<file path="src/rtl/tty_pkg.sv">
// tty_pkg: shared definitions for the terminal serial receive path.
//   - rx_state_e      : receiver FSM states (PARITY only when UART_RX_PARITY_EN)
//   - UART_OVERSAMPLE : samples per bit time
//   - calc_div()      : prescaler divider for a given clock / line rate
// Config macro: UART_RX_PARITY_EN (8E1 when defined, 8N1 otherwise).
package tty_pkg;

  localparam int UART_OVERSAMPLE = 16;

  typedef enum logic [2:0] {
    IDLE,
    START,
    DATA,
`ifdef UART_RX_PARITY_EN
    PARITY,
`endif
    STOP,
    BREAK
  } rx_state_e;

  // Truncating divide; caller must keep the result >= 2.
  function automatic int calc_div(input int clk_hz, input int baud);
    return clk_hz / (baud * UART_OVERSAMPLE);
  endfunction

endpackage

</file>
<file path="src/rtl/rx_fifo.sv">
// rx_fifo: show-ahead FIFO, power-of-two DEPTH, wrap-around pointers plus a
// separate occupancy count. Head is visible on rdata whenever non-empty.
// Ports:
//   clk, rst      clock, async active-high reset
//   push, wdata   write strobe / data (accepted when not full, or full with pop)
//   pop           read strobe (ignored while empty)
//   rdata         head entry, forced to 0 while empty
//   count         occupancy 0..DEPTH
//   full, empty   status
module rx_fifo #(
  parameter int DEPTH = 16,
  parameter int W     = 8
) (
  input  logic                     clk,
  input  logic                     rst,
  input  logic                     push,
  input  logic [W-1:0]             wdata,
  input  logic                     pop,
  output logic [W-1:0]             rdata,
  output logic [$clog2(DEPTH):0]   count,
  output logic                     full,
  output logic                     empty
);

  localparam int AW = $clog2(DEPTH);

  logic [W-1:0]  mem [DEPTH];
  logic [AW-1:0] wr_ptr, rd_ptr;
  logic          do_push, do_pop;

  assign empty   = (count == '0);
  assign full    = (count == (AW+1)'(DEPTH));
  assign do_pop  = pop & ~empty;
  // A pop in the same cycle frees the slot, so a push into a full FIFO is legal then.
  assign do_push = push & (~full | do_pop);

  always_ff @(posedge clk or posedge rst) begin
    if (rst) begin
      wr_ptr <= '0;
      rd_ptr <= '0;
      count  <= '0;
    end else begin
      if (do_push) wr_ptr <= wr_ptr + 1'b1;
      if (do_pop)  rd_ptr <= rd_ptr + 1'b1;
      case ({do_push, do_pop})
        2'b10:   count <= count + 1'b1;
        2'b01:   count <= count - 1'b1;
        default: count <= count;
      endcase
    end
  end

  // Storage is not reset; empty gating keeps the head at 0 after reset.
  always_ff @(posedge clk) begin
    if (do_push) mem[wr_ptr] <= wdata;
  end

  assign rdata = empty ? '0 : mem[rd_ptr];

endmodule

</file>
<file path="src/rtl/uart_rx_fifo.sv">
// uart_rx_fifo: 16x-oversampling UART receiver feeding a show-ahead FIFO.
// Config macro: UART_RX_PARITY_EN (8E1 with live parity_err; else 8N1, parity_err = 0).
// Ports:
//   clk_50mhz   system clock, rising edge
//   rst         async active-high reset
//   RxD         async serial line, idle high
//   read        pop one character per cycle high
//   clr_err     clear sticky error flags (a same-cycle set wins)
//   rx_data     FIFO head, rx_valid FIFO non-empty, rx_count occupancy
//   overrun     byte dropped on full FIFO
//   frame_err   stop bit sampled low
//   parity_err  even-parity mismatch
module uart_rx_fifo import tty_pkg::*; #(
  parameter int CLK_HZ     = 50_000_000,
  parameter int BAUD       = 115200,
  parameter int FIFO_DEPTH = 16
) (
  input  logic                          clk_50mhz,
  input  logic                          rst,
  input  logic                          RxD,
  input  logic                          read,
  input  logic                          clr_err,
  output logic [7:0]                    rx_data,
  output logic                          rx_valid,
  output logic [$clog2(FIFO_DEPTH):0]   rx_count,
  output logic                          overrun,
  output logic                          frame_err,
  output logic                          parity_err
);

  localparam int DIV = calc_div(CLK_HZ, BAUD);
  localparam int PW  = (DIV > 1) ? $clog2(DIV) : 1;

  // ---- line synchronizer (idles high so reset does not look like a start bit)
  logic rx_meta, rx_sync;
  always_ff @(posedge clk_50mhz or posedge rst) begin
    if (rst) begin
      rx_meta <= 1'b1;
      rx_sync <= 1'b1;
    end else begin
      rx_meta <= RxD;
      rx_sync <= rx_meta;
    end
  end

  // ---- free-running oversample prescaler
  logic [PW-1:0] psc;
  logic          tick;
  assign tick = (psc == PW'(DIV-1));
  always_ff @(posedge clk_50mhz or posedge rst) begin
    if (rst) psc <= '0;
    else     psc <= tick ? '0 : psc + 1'b1;
  end

  // ---- receiver FSM
  rx_state_e  state;
  logic [3:0] phase;
  logic [2:0] bit_idx;
  logic [7:0] shreg;
  logic       samp;     // tick at the sample point of a full bit (phase 15)

  assign samp = tick && (phase == 4'd15);

  always_ff @(posedge clk_50mhz or posedge rst) begin
    if (rst) begin
      state   <= IDLE;
      phase   <= '0;
      bit_idx <= '0;
      shreg   <= '0;
    end else if (tick) begin
      phase <= phase + 4'd1;
      case (state)
        IDLE:
          if (!rx_sync) begin
            phase <= '0;
            state <= START;
          end
        // Recheck at mid start bit so short glitches never launch a frame.
        START:
          if (phase == 4'd7) begin
            if (!rx_sync) begin
              phase   <= '0;
              bit_idx <= '0;
              state   <= DATA;
            end else begin
              state <= IDLE;
            end
          end
        // Phase wraps 15->0 by itself, keeping later samples at bit centres.
        DATA:
          if (phase == 4'd15) begin
            shreg   <= {rx_sync, shreg[7:1]};
            bit_idx <= bit_idx + 3'd1;
`ifdef UART_RX_PARITY_EN
            if (bit_idx == 3'd7) state <= PARITY;
`else
            if (bit_idx == 3'd7) state <= STOP;
`endif
          end
`ifdef UART_RX_PARITY_EN
        PARITY:
          if (phase == 4'd15) state <= STOP;
`endif
        STOP:
          if (phase == 4'd15) state <= rx_sync ? IDLE : BREAK;
        // Held-low line: no new start until the line has gone high.
        BREAK:
          if (rx_sync) state <= IDLE;
        default: state <= IDLE;
      endcase
    end
  end

  // Push lands on the stop-sample edge itself so the byte is visible one cycle later.
  logic push, fe_set, ovr_set, fifo_full, fifo_empty;
  assign push    = samp && (state == STOP) && rx_sync;
  assign fe_set  = samp && (state == STOP) && !rx_sync;
  // Full implies non-empty, so a concurrent read always makes room.
  assign ovr_set = push && fifo_full && !read;

  rx_fifo #(
    .DEPTH (FIFO_DEPTH),
    .W     (8)
  ) u_fifo (
    .clk   (clk_50mhz),
    .rst   (rst),
    .push  (push),
    .wdata (shreg),
    .pop   (read),
    .rdata (rx_data),
    .count (rx_count),
    .full  (fifo_full),
    .empty (fifo_empty)
  );

  assign rx_valid = ~fifo_empty;

  // ---- sticky error flags
  always_ff @(posedge clk_50mhz or posedge rst) begin
    if (rst) begin
      overrun   <= 1'b0;
      frame_err <= 1'b0;
    end else begin
      overrun   <= ovr_set ? 1'b1 : (clr_err ? 1'b0 : overrun);
      frame_err <= fe_set  ? 1'b1 : (clr_err ? 1'b0 : frame_err);
    end
  end

`ifdef UART_RX_PARITY_EN
  logic pe_set;
  // Even parity: the parity bit equals the XOR of the eight data bits.
  assign pe_set = samp && (state == PARITY) && (rx_sync != ^shreg);
  always_ff @(posedge clk_50mhz or posedge rst) begin
    if (rst) parity_err <= 1'b0;
    else     parity_err <= pe_set ? 1'b1 : (clr_err ? 1'b0 : parity_err);
  end
`else
  assign parity_err = 1'b0;
`endif

endmodule

</file>
<file path="config.mk">
export PLATFORM = sky130hd
export DESIGN_NAME = uart_rx_fifo
export DESIGN_NICKNAME = d
export VERILOG_FILES = /design/src/rtl/tty_pkg.sv /design/src/rtl/rx_fifo.sv /design/src/rtl/uart_rx_fifo.sv
export SDC_FILE = /design/constraint.sdc
export NUM_CORES = 1
export LEC_CHECK = 0
export BUFFER_PORTS_ARGS = -buffer_cell sky130_fd_sc_hd__buf_2
export CAP_MARGIN = 20
export CORE_MARGIN = 5
export CORE_UTILIZATION = 40
export CTS_CLUSTER_SIZE = 8
export DETAILED_ROUTE_END_ITERATION = 16
export GPL_ROUTABILITY_DRIVEN = 0
export SYNTH_ARGS = -nofsm -noshare
export SYNTH_HDL_FRONTEND = slang
export SYNTH_HIERARCHICAL = 1
export SYNTH_SLANG_ARGS = --single-unit
</file>
<file path="constraint.sdc">
create_clock -name clk_50mhz -period 5.8 [get_ports clk_50mhz]
set_input_delay 1.16 -clock clk_50mhz [delete_from_list [all_inputs] [get_ports clk_50mhz]]
set_output_delay 1.16 -clock clk_50mhz [all_outputs]
set_load 0.1 [all_outputs]
</file>
==> results of run 1 <==
[where the power goes]
| part | total (W) | internal [W] | switching [W] |
|---|---|---|---|
| sequential | 0.00143 | 0.00132 | 0.000117 |
| combinational | 0.000848 | 0.000249 | 0.000600 |
| clock | 0.00108 | 0.000602 | 0.000477 |
| total | 0.00336 | 0.00217 | 0.00119 |
[cells by family (layout without fill, tap and decap cells)]
family	Yosys count	after routing
compound gates	50	50
xor+xnor	13	13
fa+ha+maj	14	14
buf+inv	40	79
flops	168	168
mux	57	57
other cells	1	1
simple gates	78	78
[worst max path at each step]
stage / end / cells after the start / slack [ps] / from
2_1_floorplan: rx_data[0] / 4 / 910 / u_fifo/count[0]$_DFFE_PP0P_
3_3_place_gp: rx_data[4] / 5 / 2120 / u_fifo/rd_ptr[1]$_DFFE_PP0N_
3_5_place_dp: rx_data[5] / 5 / 2100 / u_fifo/rd_ptr[1]$_DFFE_PP0N_
4_1_cts: rx_data[5] / 5 / 1630 / u_fifo/rd_ptr[1]$_DFFE_PP0N_
5_1_grt: rx_data[4] / 5 / 1420 / u_fifo/rd_ptr[0]$_DFFE_PP0N_
6_report: rx_data[4] / 5 / 1720 / u_fifo/rd_ptr[0]$_DFFE_PP0N_
[worst reg2reg max path, delay by kind of cell (launching register included)]
kind	cells	cell delay (ps)
adders and majority gates	1	240
and+or+nand+nor	5	1790
AOI/OAI and AO/OA	1	470
DFF	1	410
buffers and inverters	1	70
[cell type report]
| type | instances | share of cell area, % |
|---|---|---|
| Clock buffer | 18 | 5.305 |
| Clock inverter | 14 | 1.701 |
| Inverter | 19 | 0.8817 |
| Multi-Input combinational cell | 213 | 26.40 |
| Sequential cell | 168 | 59.94 |
| Tap cell | 229 | 3.542 |
| Timing Repair Buffer | 28 | 2.227 |
[state kept, by name, summed over array words and instances, names as in the netlist, 4 cells and up]
name / count
phase: 4
psc: 5
shreg: 8
u_fifo/count: 5
u_fifo/mem: 128
u_fifo/rd_ptr: 4
u_fifo/wr_ptr: 4
[synthesized netlist by cell type, drive strengths merged, types with 7 or more instances]
cell type / number
inv: 19
xnor2: 9
dfrtp: 38
nor2: 20
a21oi: 7
ha: 13
o21ai: 8
buf: 16
a211oi: 19
mux2: 14
edfxtp: 128
mux4: 32
mux2i: 11
nand2: 8
nor2b: 9
[metrics by stage]
stage | total power [W] | utilization [%] | hold slack (ps) | area (sq um) | setup slack, ps
2_1_floorplan | 0.002159 | - | 345.2 | 7169 | 908.1
3_5_place_dp | 0.002295 | 42.11 | 347.5 | 7487 | 2096
6_report | 0.003359 | 45.50 | 356.3 | 8089 | 1721
4_1_cts | 0.003377 | 45.30 | 356.9 | 8054 | 1633
5_1_grt | 0.003509 | 45.50 | 363.6 | 8089 | 1425
3_3_place_gp | 0.002284 | 42.11 | 346.9 | 7487 | 2117
[routing by layer]
metal,track usage (%),vias to the layer above,part of all wire (%)
met2,21.63,79,47
li1,-,1697,-
met3,3.561,12,4.3
met5,0,-,0
met1,20.00,1954,47
met4,4.014,0,1.0
==> flow_summary.html, run 1 <==
<table>
<tr><th>Metric</th><th>Value</th></tr>
<tr><th colspan="2">Timing</th></tr>
<tr><td>Achievable Freq</td><td>245.2 MHz</td></tr>
<tr><td>Worst max-slew margin expressed relative to the limit</td><td>around 35%</td></tr>
<tr><td>Setup TNS</td><td>0 ps</td></tr>
<tr><td>Final Max Tran Viols</td><td>0</td></tr>
<tr><td>Clock skew after layout</td><td>around 11 ps</td></tr>
<tr><td>Pin slew with the least headroom to its limit</td><td>964.7 ps</td></tr>
<tr><td>Post-layout min period</td><td>approximately 4100 ps</td></tr>
<tr><td>Setup repair after global routing missed its margin</td><td>false</td></tr>
<tr><td>Final-report hold violation count</td><td>0</td></tr>
<tr><td>Share of the clock period used by the worst path</td><td>a little over two thirds</td></tr>
<tr><td>Final setup vio count</td><td>0</td></tr>
<tr><th colspan="2">Final layout</th></tr>
<tr><td>Commonest non-fill, non-tap cell in the layout</td><td>edfxtp_1</td></tr>
<tr><td>Area occupied by multi-input gates</td><td>between 2000 and 2500 sq um</td></tr>
<tr><td>Count of non-filler cells in the finished layout</td><td>between 600 and 700</td></tr>
<tr><td>Most used cells in the layout excluding fill and tap cells</td><td>128 x edfxtp_1, 37 x dfrtp_1, 32 x mux4_2, 20 x buf_2</td></tr>
<tr><td>Area added between synthesis and finish</td><td>12.83%</td></tr>
<tr><td>Filler Cell Count</td><td>1547</td></tr>
<tr><td>Proportion of layout cells with a drive suffix above 1</td><td>between 20% and 30%</td></tr>
<tr><td>Final Net Count</td><td>approximately 470</td></tr>
<tr><td>N_diodes</td><td>0</td></tr>
<tr><td>Reg area</td><td>roughly 4800 sq um</td></tr>
<tr><th colspan="2">Clock network</th></tr>
<tr><td>Clk Tree Root Cell</td><td>clkbuf_16</td></tr>
<tr><td>Post-cts hold buffer count</td><td>0</td></tr>
<tr><td>CTS max path bufs</td><td>2</td></tr>
<tr><td>Number of levels the H-tree was split into</td><td>4</td></tr>
<tr><td>Worst-path clk slew</td><td>70 ps</td></tr>
<tr><td>CTS sink count</td><td>roughly 170</td></tr>
<tr><td>Clock tree from TritonCTS</td><td>built</td></tr>
<tr><td>CTS resizes</td><td>0</td></tr>
<tr><td>Later-pin clock latency in the skew report</td><td>420 ps</td></tr>
<tr><td>Num CTS Buffers</td><td>17</td></tr>
<tr><td>Post-CTS setup buffers</td><td>0</td></tr>
<tr><th colspan="2">Die</th></tr>
<tr><td>Die Area</td><td>~21000 sq um</td></tr>
<tr><td>Initial core utilization</td><td>between 40% and 50%</td></tr>
<tr><td>Core box area</td><td>17780 sq um</td></tr>
<tr><td>Boundary Pins</td><td>22</td></tr>
<tr><td>Die span in x</td><td>143.9 microns</td></tr>
<tr><td>Cell row count</td><td>49</td></tr>
<tr><td>Die height</td><td>between 100 and 150 microns</td></tr>
<tr><th colspan="2">Setup path</th></tr>
<tr><td>FF-to-FF setup slack</td><td>2440 ps</td></tr>
<tr><td>Critical R2R Launch</td><td>psc[0]$_DFF_PP0_</td></tr>
<tr><td>Nature of the critical path startpoint</td><td>register</td></tr>
<tr><td>Kind of capture point of the worst setup path</td><td>primary output</td></tr>
<tr><td>Number of buffer and inverter instances along the worst setup path</td><td>2</td></tr>
<tr><td>Arr. time, crit path</td><td>slightly below 3000 ps</td></tr>
<tr><td>Required time of the worst setup path</td><td>approximately 4600 ps</td></tr>
<tr><td>Longest individual stage delay on the worst path</td><td>970 ps</td></tr>
<tr><td>Worst path cell trace</td><td>buf_4 &gt; mux4_2 &gt; mux2i_1 &gt; a211oi_1 &gt; buf_2</td></tr>
<tr><td>Master of the slowest instance on the critical path</td><td>dfrtp_1</td></tr>
<tr><td>Capture point of the worst reg-to-reg path</td><td>u_fifo/mem[15][6]$_DFFE_PP_</td></tr>
<tr><td>Worst Path Class, Setup</td><td>register to primary output</td></tr>
<tr><td>CP top delay family</td><td>flip-flops</td></tr>
<tr><td>Worst-path maximum fanout</td><td>21</td></tr>
<tr><td>Reg2Reg Depth</td><td>8</td></tr>
<tr><th colspan="2">GRT</th></tr>
<tr><td>Antenna violations before repair</td><td>0</td></tr>
<tr><td>Vias in the first global route</td><td>~3800</td></tr>
<tr><td>Overall fraction of global-route tracks in use</td><td>14.08%</td></tr>
<tr><td>Pin count of the biggest net entering global routing</td><td>36</td></tr>
<tr><td>Total grt overflow</td><td>0</td></tr>
<tr><td>Global-route wire length before repair</td><td>around 21000 microns</td></tr>
<tr><th colspan="2">Logic synthesis</th></tr>
<tr><td>Adder-Cell Fraction of Synth Area</td><td>around 2.5%</td></tr>
<tr><td>Average footprint of a synthesized cell</td><td>roughly 17 sq um</td></tr>
<tr><td>Library cell occupying the most area in the post-synthesis netlist</td><td>edfxtp_1</td></tr>
<tr><td>Most used flip-flop cell after synthesis</td><td>edfxtp_1</td></tr>
<tr><td>Yosys warns</td><td>6</td></tr>
<tr><td>Seq/Total Area, Yosys</td><td>67.61%</td></tr>
<tr><td>Area fraction in and, or, nand and nor cells after synthesis</td><td>6.213%</td></tr>
<tr><td>Cell Area, Synth</td><td>between 7000 and 8000 sq um</td></tr>
<tr><td>Area share of the largest cell type after synthesis</td><td>between 50% and 60%</td></tr>
<tr><td>Async SR Flop Fraction</td><td>23.81%</td></tr>
<tr><td>Main combinational cell family by area after synthesis</td><td>multiplexers</td></tr>
<tr><td>Xor and xnor area share after synthesis</td><td>roughly 1.6%</td></tr>
<tr><td>Fraction of the mapped netlist area in compound gates</td><td>roughly 5.4%</td></tr>
<tr><td>Number of register bits inferred by synthesis</td><td>roughly 170</td></tr>
<tr><td>Post-synth EDFFs</td><td>roughly 130</td></tr>
<tr><td>Count of distinct cell types in the synthesized netlist</td><td>56</td></tr>
<tr><td>Cells taking the most area after synthesis</td><td>edfxtp_1 54%, dfrtp_1 13%, mux4_2 10%, ha_1 2.3%, a211oi_1 2.0%</td></tr>
<tr><td>Synth Net Count</td><td>between 400 and 500</td></tr>
<tr><td>Syn Inst Count</td><td>roughly 420</td></tr>
<tr><td>Multiplexer share of the synthesized area</td><td>about 14%</td></tr>
<tr><th colspan="2">Power</th></tr>
<tr><td>Largest vdd supply drop</td><td>slightly below 600 uV</td></tr>
<tr><td>Leakage power</td><td>3.243 nW</td></tr>
<tr><td>Cell area power density</td><td>slightly above 400 nW/um^2</td></tr>
<tr><th colspan="2">Placed design</th></tr>
<tr><td>IO Port Bufs</td><td>20</td></tr>
<tr><td>Half-perimeter wire length after placement</td><td>between 8000 and 9000 microns</td></tr>
<tr><td>Cells after DPL</td><td>between 600 and 700</td></tr>
<tr><th colspan="2">Route</th></tr>
<tr><td>Vias per cell</td><td>between 5 and 6</td></tr>
<tr><td>Drt initial violations</td><td>between 150 and 200</td></tr>
<tr><td>DRC viols</td><td>0</td></tr>
<tr><td>Drt pass-1 iters</td><td>4</td></tr>
<tr><td>Vias post-DR</td><td>between 3000 and 4000</td></tr>
<tr><td>Post-DRT Antenna Nets</td><td>0</td></tr>
<tr><td>Wire length per cell</td><td>19.63 microns</td></tr>
<tr><td>Total wirelength of the detailed-routed design</td><td>between 10000 and 15000 microns</td></tr>
<tr><th colspan="2">Hold path</th></tr>
<tr><td>Number of cells on the worst hold path</td><td>0</td></tr>
<tr><td>Hold EP</td><td>rx_sync$_DFF_PP1_</td></tr>
<tr><td>Hold path start</td><td>rx_meta$_DFF_PP1_</td></tr>
<tr><td>Type of the tightest min-delay check</td><td>register to register</td></tr>
<tr><th colspan="2">Flow run</th></tr>
<tr><td>Max-capacitance violation count</td><td>0</td></tr>
<tr><th colspan="2">Status</th></tr>
<tr><td>Run status</td><td>finished, final reports clean</td></tr>
</table>
Note: power is estimated with default switching activity, not from simulation.
==> run 2, diff against run 1 <==
clock period = 3.85 ns   (was 5.8 ns; I/O delays follow)
==> run 2 against run 1 <==
Net effect:
- core utilization grew 0.38 points
- critical path depth is the same
- register-to-register slack lost 1600 ps
- critical path type unchanged
- cell count grew 0.73%
- clock power grew 57%
- global-route usage grew 0.25 points
- cell area grew 0.84%
- clock skew grew 1.6 ps
- largest cell class unchanged
- setup slack lost 1300 ps
==> flow_summary.html, run 2 (same netlist as run 1, synthesis figures left out) <==
<table>
<tr><th>Metric</th><th>Value</th></tr>
<tr><th colspan="2">Final layout</th></tr>
<tr><td>Commonest non-fill, non-tap cell in the layout</td><td>edfxtp_1</td></tr>
<tr><td>Max reg flops</td><td>128 (unchanged)</td></tr>
<tr><td>Filler Cell Count</td><td>1551 (+0.26%)</td></tr>
<tr><td>Most used cells in the layout excluding fill and tap cells</td><td>128 x edfxtp_1, 37 x dfrtp_1, 32 x mux4_2, 20 x buf_2</td></tr>
<tr><td>Regs by FF count</td><td>u_fifo/mem x128, shreg x8</td></tr>
<tr><td>Register ranked first by flip-flop count</td><td>u_fifo/mem</td></tr>
<tr><td>Post-Route Utilization</td><td>45.88% (+0.38 points)</td></tr>
<tr><td>Proportion of layout cells with a drive suffix above 1</td><td>23.87% (+0.39 points)</td></tr>
<tr><td>N_diodes</td><td>0 (unchanged)</td></tr>
<tr><td>Final Net Count</td><td>473 (+1.5%)</td></tr>
<tr><td>Area added between synthesis and finish</td><td>13.77%</td></tr>
<tr><td>Area occupied by multi-input gates</td><td>2136 sq um (unchanged)</td></tr>
<tr><td>Reg area</td><td>4848 sq um (unchanged)</td></tr>
<tr><th colspan="2">Clock network</th></tr>
<tr><td>CTS max path bufs</td><td>2 (unchanged)</td></tr>
<tr><td>Number of levels the H-tree was split into</td><td>4 (unchanged)</td></tr>
<tr><td>Clk Tree Root Cell</td><td>clkbuf_16</td></tr>
<tr><td>Clock tree from TritonCTS</td><td>built</td></tr>
<tr><td>CTS resizes</td><td>0 (unchanged)</td></tr>
<tr><td>Worst-path clk slew</td><td>60 ps (about the same)</td></tr>
<tr><td>Post-cts hold buffer count</td><td>0 (unchanged)</td></tr>
<tr><td>Num CTS Buffers</td><td>17 (unchanged)</td></tr>
<tr><td>Later-pin clock latency in the skew report</td><td>430 ps (about the same)</td></tr>
<tr><td>CTS sink count</td><td>168 (unchanged)</td></tr>
<tr><td>Post-CTS setup buffers</td><td>0 (unchanged)</td></tr>
<tr><th colspan="2">Die</th></tr>
<tr><td>Cell row count</td><td>49 (unchanged)</td></tr>
<tr><td>Die span in x</td><td>143.9 microns (unchanged)</td></tr>
<tr><td>Die Area</td><td>20700 sq um (unchanged)</td></tr>
<tr><td>Initial core utilization</td><td>40.32% (unchanged)</td></tr>
<tr><td>Boundary Pins</td><td>22 (unchanged)</td></tr>
<tr><td>Die height</td><td>143.9 microns (unchanged)</td></tr>
<tr><td>Core box area</td><td>17780 sq um (unchanged)</td></tr>
<tr><th colspan="2">Power</th></tr>
<tr><td>Largest vdd supply drop</td><td>847.2 uV (+45%)</td></tr>
<tr><td>Leakage power</td><td>3.280 nW (+1.2%)</td></tr>
<tr><td>Cell area power density</td><td>631.3 nW/um^2 (+52%)</td></tr>
<tr><th colspan="2">Route</th></tr>
<tr><td>DRC viols</td><td>0 (unchanged)</td></tr>
<tr><td>Drt pass-1 iters</td><td>7 (+3)</td></tr>
<tr><td>Wire length per cell</td><td>19.63 microns (about the same)</td></tr>
<tr><td>Vias post-DR</td><td>3688 (-1.4%)</td></tr>
<tr><td>Total wirelength of the detailed-routed design</td><td>13620 microns (+0.70%)</td></tr>
<tr><td>Vias per cell</td><td>5.314 (-2.2%)</td></tr>
<tr><td>Drt initial violations</td><td>234 (+25%)</td></tr>
<tr><td>Post-DRT Antenna Nets</td><td>0 (unchanged)</td></tr>
<tr><th colspan="2">Placed design</th></tr>
<tr><td>Setup slack after placement</td><td>835.5 ps (-1260 ps)</td></tr>
<tr><td>IO Port Bufs</td><td>20 (unchanged)</td></tr>
<tr><td>Half-perimeter wire length after placement</td><td>8830 microns (+0.64%)</td></tr>
<tr><th colspan="2">Flow run</th></tr>
<tr><td>Max-capacitance violation count</td><td>0 (unchanged)</td></tr>
<tr><th colspan="2">GRT</th></tr>
<tr><td>Antenna violations before repair</td><td>0 (unchanged)</td></tr>
<tr><td>Overall fraction of global-route tracks in use</td><td>14.33% (+0.25 points)</td></tr>
<tr><td>Vias in the first global route</td><td>3899 (+3.3%)</td></tr>
<tr><td>Pin count of the biggest net entering global routing</td><td>28 (-22%)</td></tr>
<tr><td>Total grt overflow</td><td>0 (unchanged)</td></tr>
<tr><td>Global-route wire length before repair</td><td>21980 microns (+2.7%)</td></tr>
<tr><th colspan="2">Timing</th></tr>
<tr><td>Post-layout min period</td><td>around 3400 ps</td></tr>
<tr><td>Final setup vio count</td><td>0 (unchanged)</td></tr>
<tr><td>Pin slew with the least headroom to its limit</td><td>787.7 ps (-177.0 ps)</td></tr>
<tr><td>Final-report hold violation count</td><td>0 (unchanged)</td></tr>
<tr><td>Setup repair after global routing missed its margin</td><td>false</td></tr>
<tr><td>Min setup slack post-route</td><td>450.1 ps (-1271 ps)</td></tr>
<tr><td>Share of the clock period used by the worst path</td><td>about nine tenths</td></tr>
<tr><td>Worst max-slew margin expressed relative to the limit</td><td>47.00% (+12 points)</td></tr>
<tr><td>Achievable Freq</td><td>294.1 MHz</td></tr>
<tr><td>Final Max Tran Viols</td><td>0 (unchanged)</td></tr>
<tr><td>Clock skew after layout</td><td>12.20 ps (+1.627 ps)</td></tr>
<tr><th colspan="2">Setup path</th></tr>
<tr><td>Kind of capture point of the worst setup path</td><td>primary output</td></tr>
<tr><td>Worst-path maximum fanout</td><td>16 (-24%)</td></tr>
<tr><td>Arr. time, crit path</td><td>2630 ps (-290 ps)</td></tr>
<tr><td>Nature of the critical path startpoint</td><td>register</td></tr>
<tr><td>Worst Path Class, Setup</td><td>register to primary output</td></tr>
<tr><td>Required time of the worst setup path</td><td>3080 ps (-1560 ps)</td></tr>
<tr><th colspan="2">Hold path</th></tr>
<tr><td>Type of the tightest min-delay check</td><td>primary input to async pin</td></tr>
<tr><th colspan="2">Status</th></tr>
<tr><td>Run status</td><td>finished, final reports clean</td></tr>
</table>
-- run 2: cell count changes in the layout (fill, tap and decap cells not counted), moves of 2 or more --
| cell | delta |
|---|---|
| inv_6 | -2 |
| bufinv_16 | +2 |
| clkinv_4 | -3 |
| buf_4 | +8 |
-- run 2: where the power goes --
part	internal, W	switching [W]
sequential	0.00198	0.000144
combinational	0.000378	0.000943
clock	0.00102	0.000686
total	0.00338	0.00177
-- run 2: cell type report --
cell class / instances / share of cell area (%)
Sequential cell: 168 / 59.44
Tap cell: 229 / 3.513
Clock buffer: 19 / 5.308
Multi-Input combinational cell: 213 / 26.19
Inverter: 19 / 0.8744
Timing Repair Buffer: 35 / 2.853
Clock inverter: 11 / 1.825
-- run 2: path summary, 6_finish.rpt --
check                      depth (start not counted)  slack [ps]                          from                      endpoint
min in group clk_50mhz                             0         360             rx_meta$_DFF_PP1_             rx_sync$_DFF_PP1_
max                                                5         450  u_fifo/rd_ptr[3]$_DFFE_PP0N_                    rx_data[4]
min                                                2         300                           rst           overrun$_DFFE_PP0P_
min reg2reg                                        0         360             rx_meta$_DFF_PP1_             rx_sync$_DFF_PP1_
max reg2reg                                        8         870              psc[0]$_DFF_PP0_    u_fifo/mem[8][3]$_DFFE_PP_
max in group asynchronous                          2        3060                           rst  u_fifo/rd_ptr[1]$_DFFE_PP0N_
-- run 2: layer usage --
| layer | vias to the layer above | part of all wire, % | global-route usage (%) |
|---|---|---|---|
| li1 | 1710 | - | - |
| met1 | 1879 | 45 | 19.57 |
| met2 | 93 | 49 | 22.91 |
| met3 | 6 | 5.2 | 4.493 |
| met4 | 0 | 0.62 | 2.825 |
| met5 | - | 0 | 0 |
-- run 2: stage by stage --
| step | cell area [sq um] | total power (W) | instances | setup TNS, ps | hold slack (ps) |
|---|---|---|---|---|---|
| finish | 8157 | 0.005149 | 694 | 0 | 296.9 |
| global route | 8157 | 0.005352 | 694 | 0 | 299.1 |
| global placement | 7547 | 0.003478 | 663 | 0 | 345.7 |
| CTS | 8129 | 0.005198 | 693 | 0 | 356.6 |
| detailed placement | 7547 | 0.003500 | 663 | 0 | 347.9 |
| floorplan | 7169 | 0.003252 | 421 | -5215 | 345.2 |
-- run 2: critical path: stages (launching register included) --
cell	delay (ps)
dfrtp_1	650
buf_4	380
mux4_2	250
a211oi_1	80
a211oi_1	340
buf_2	500
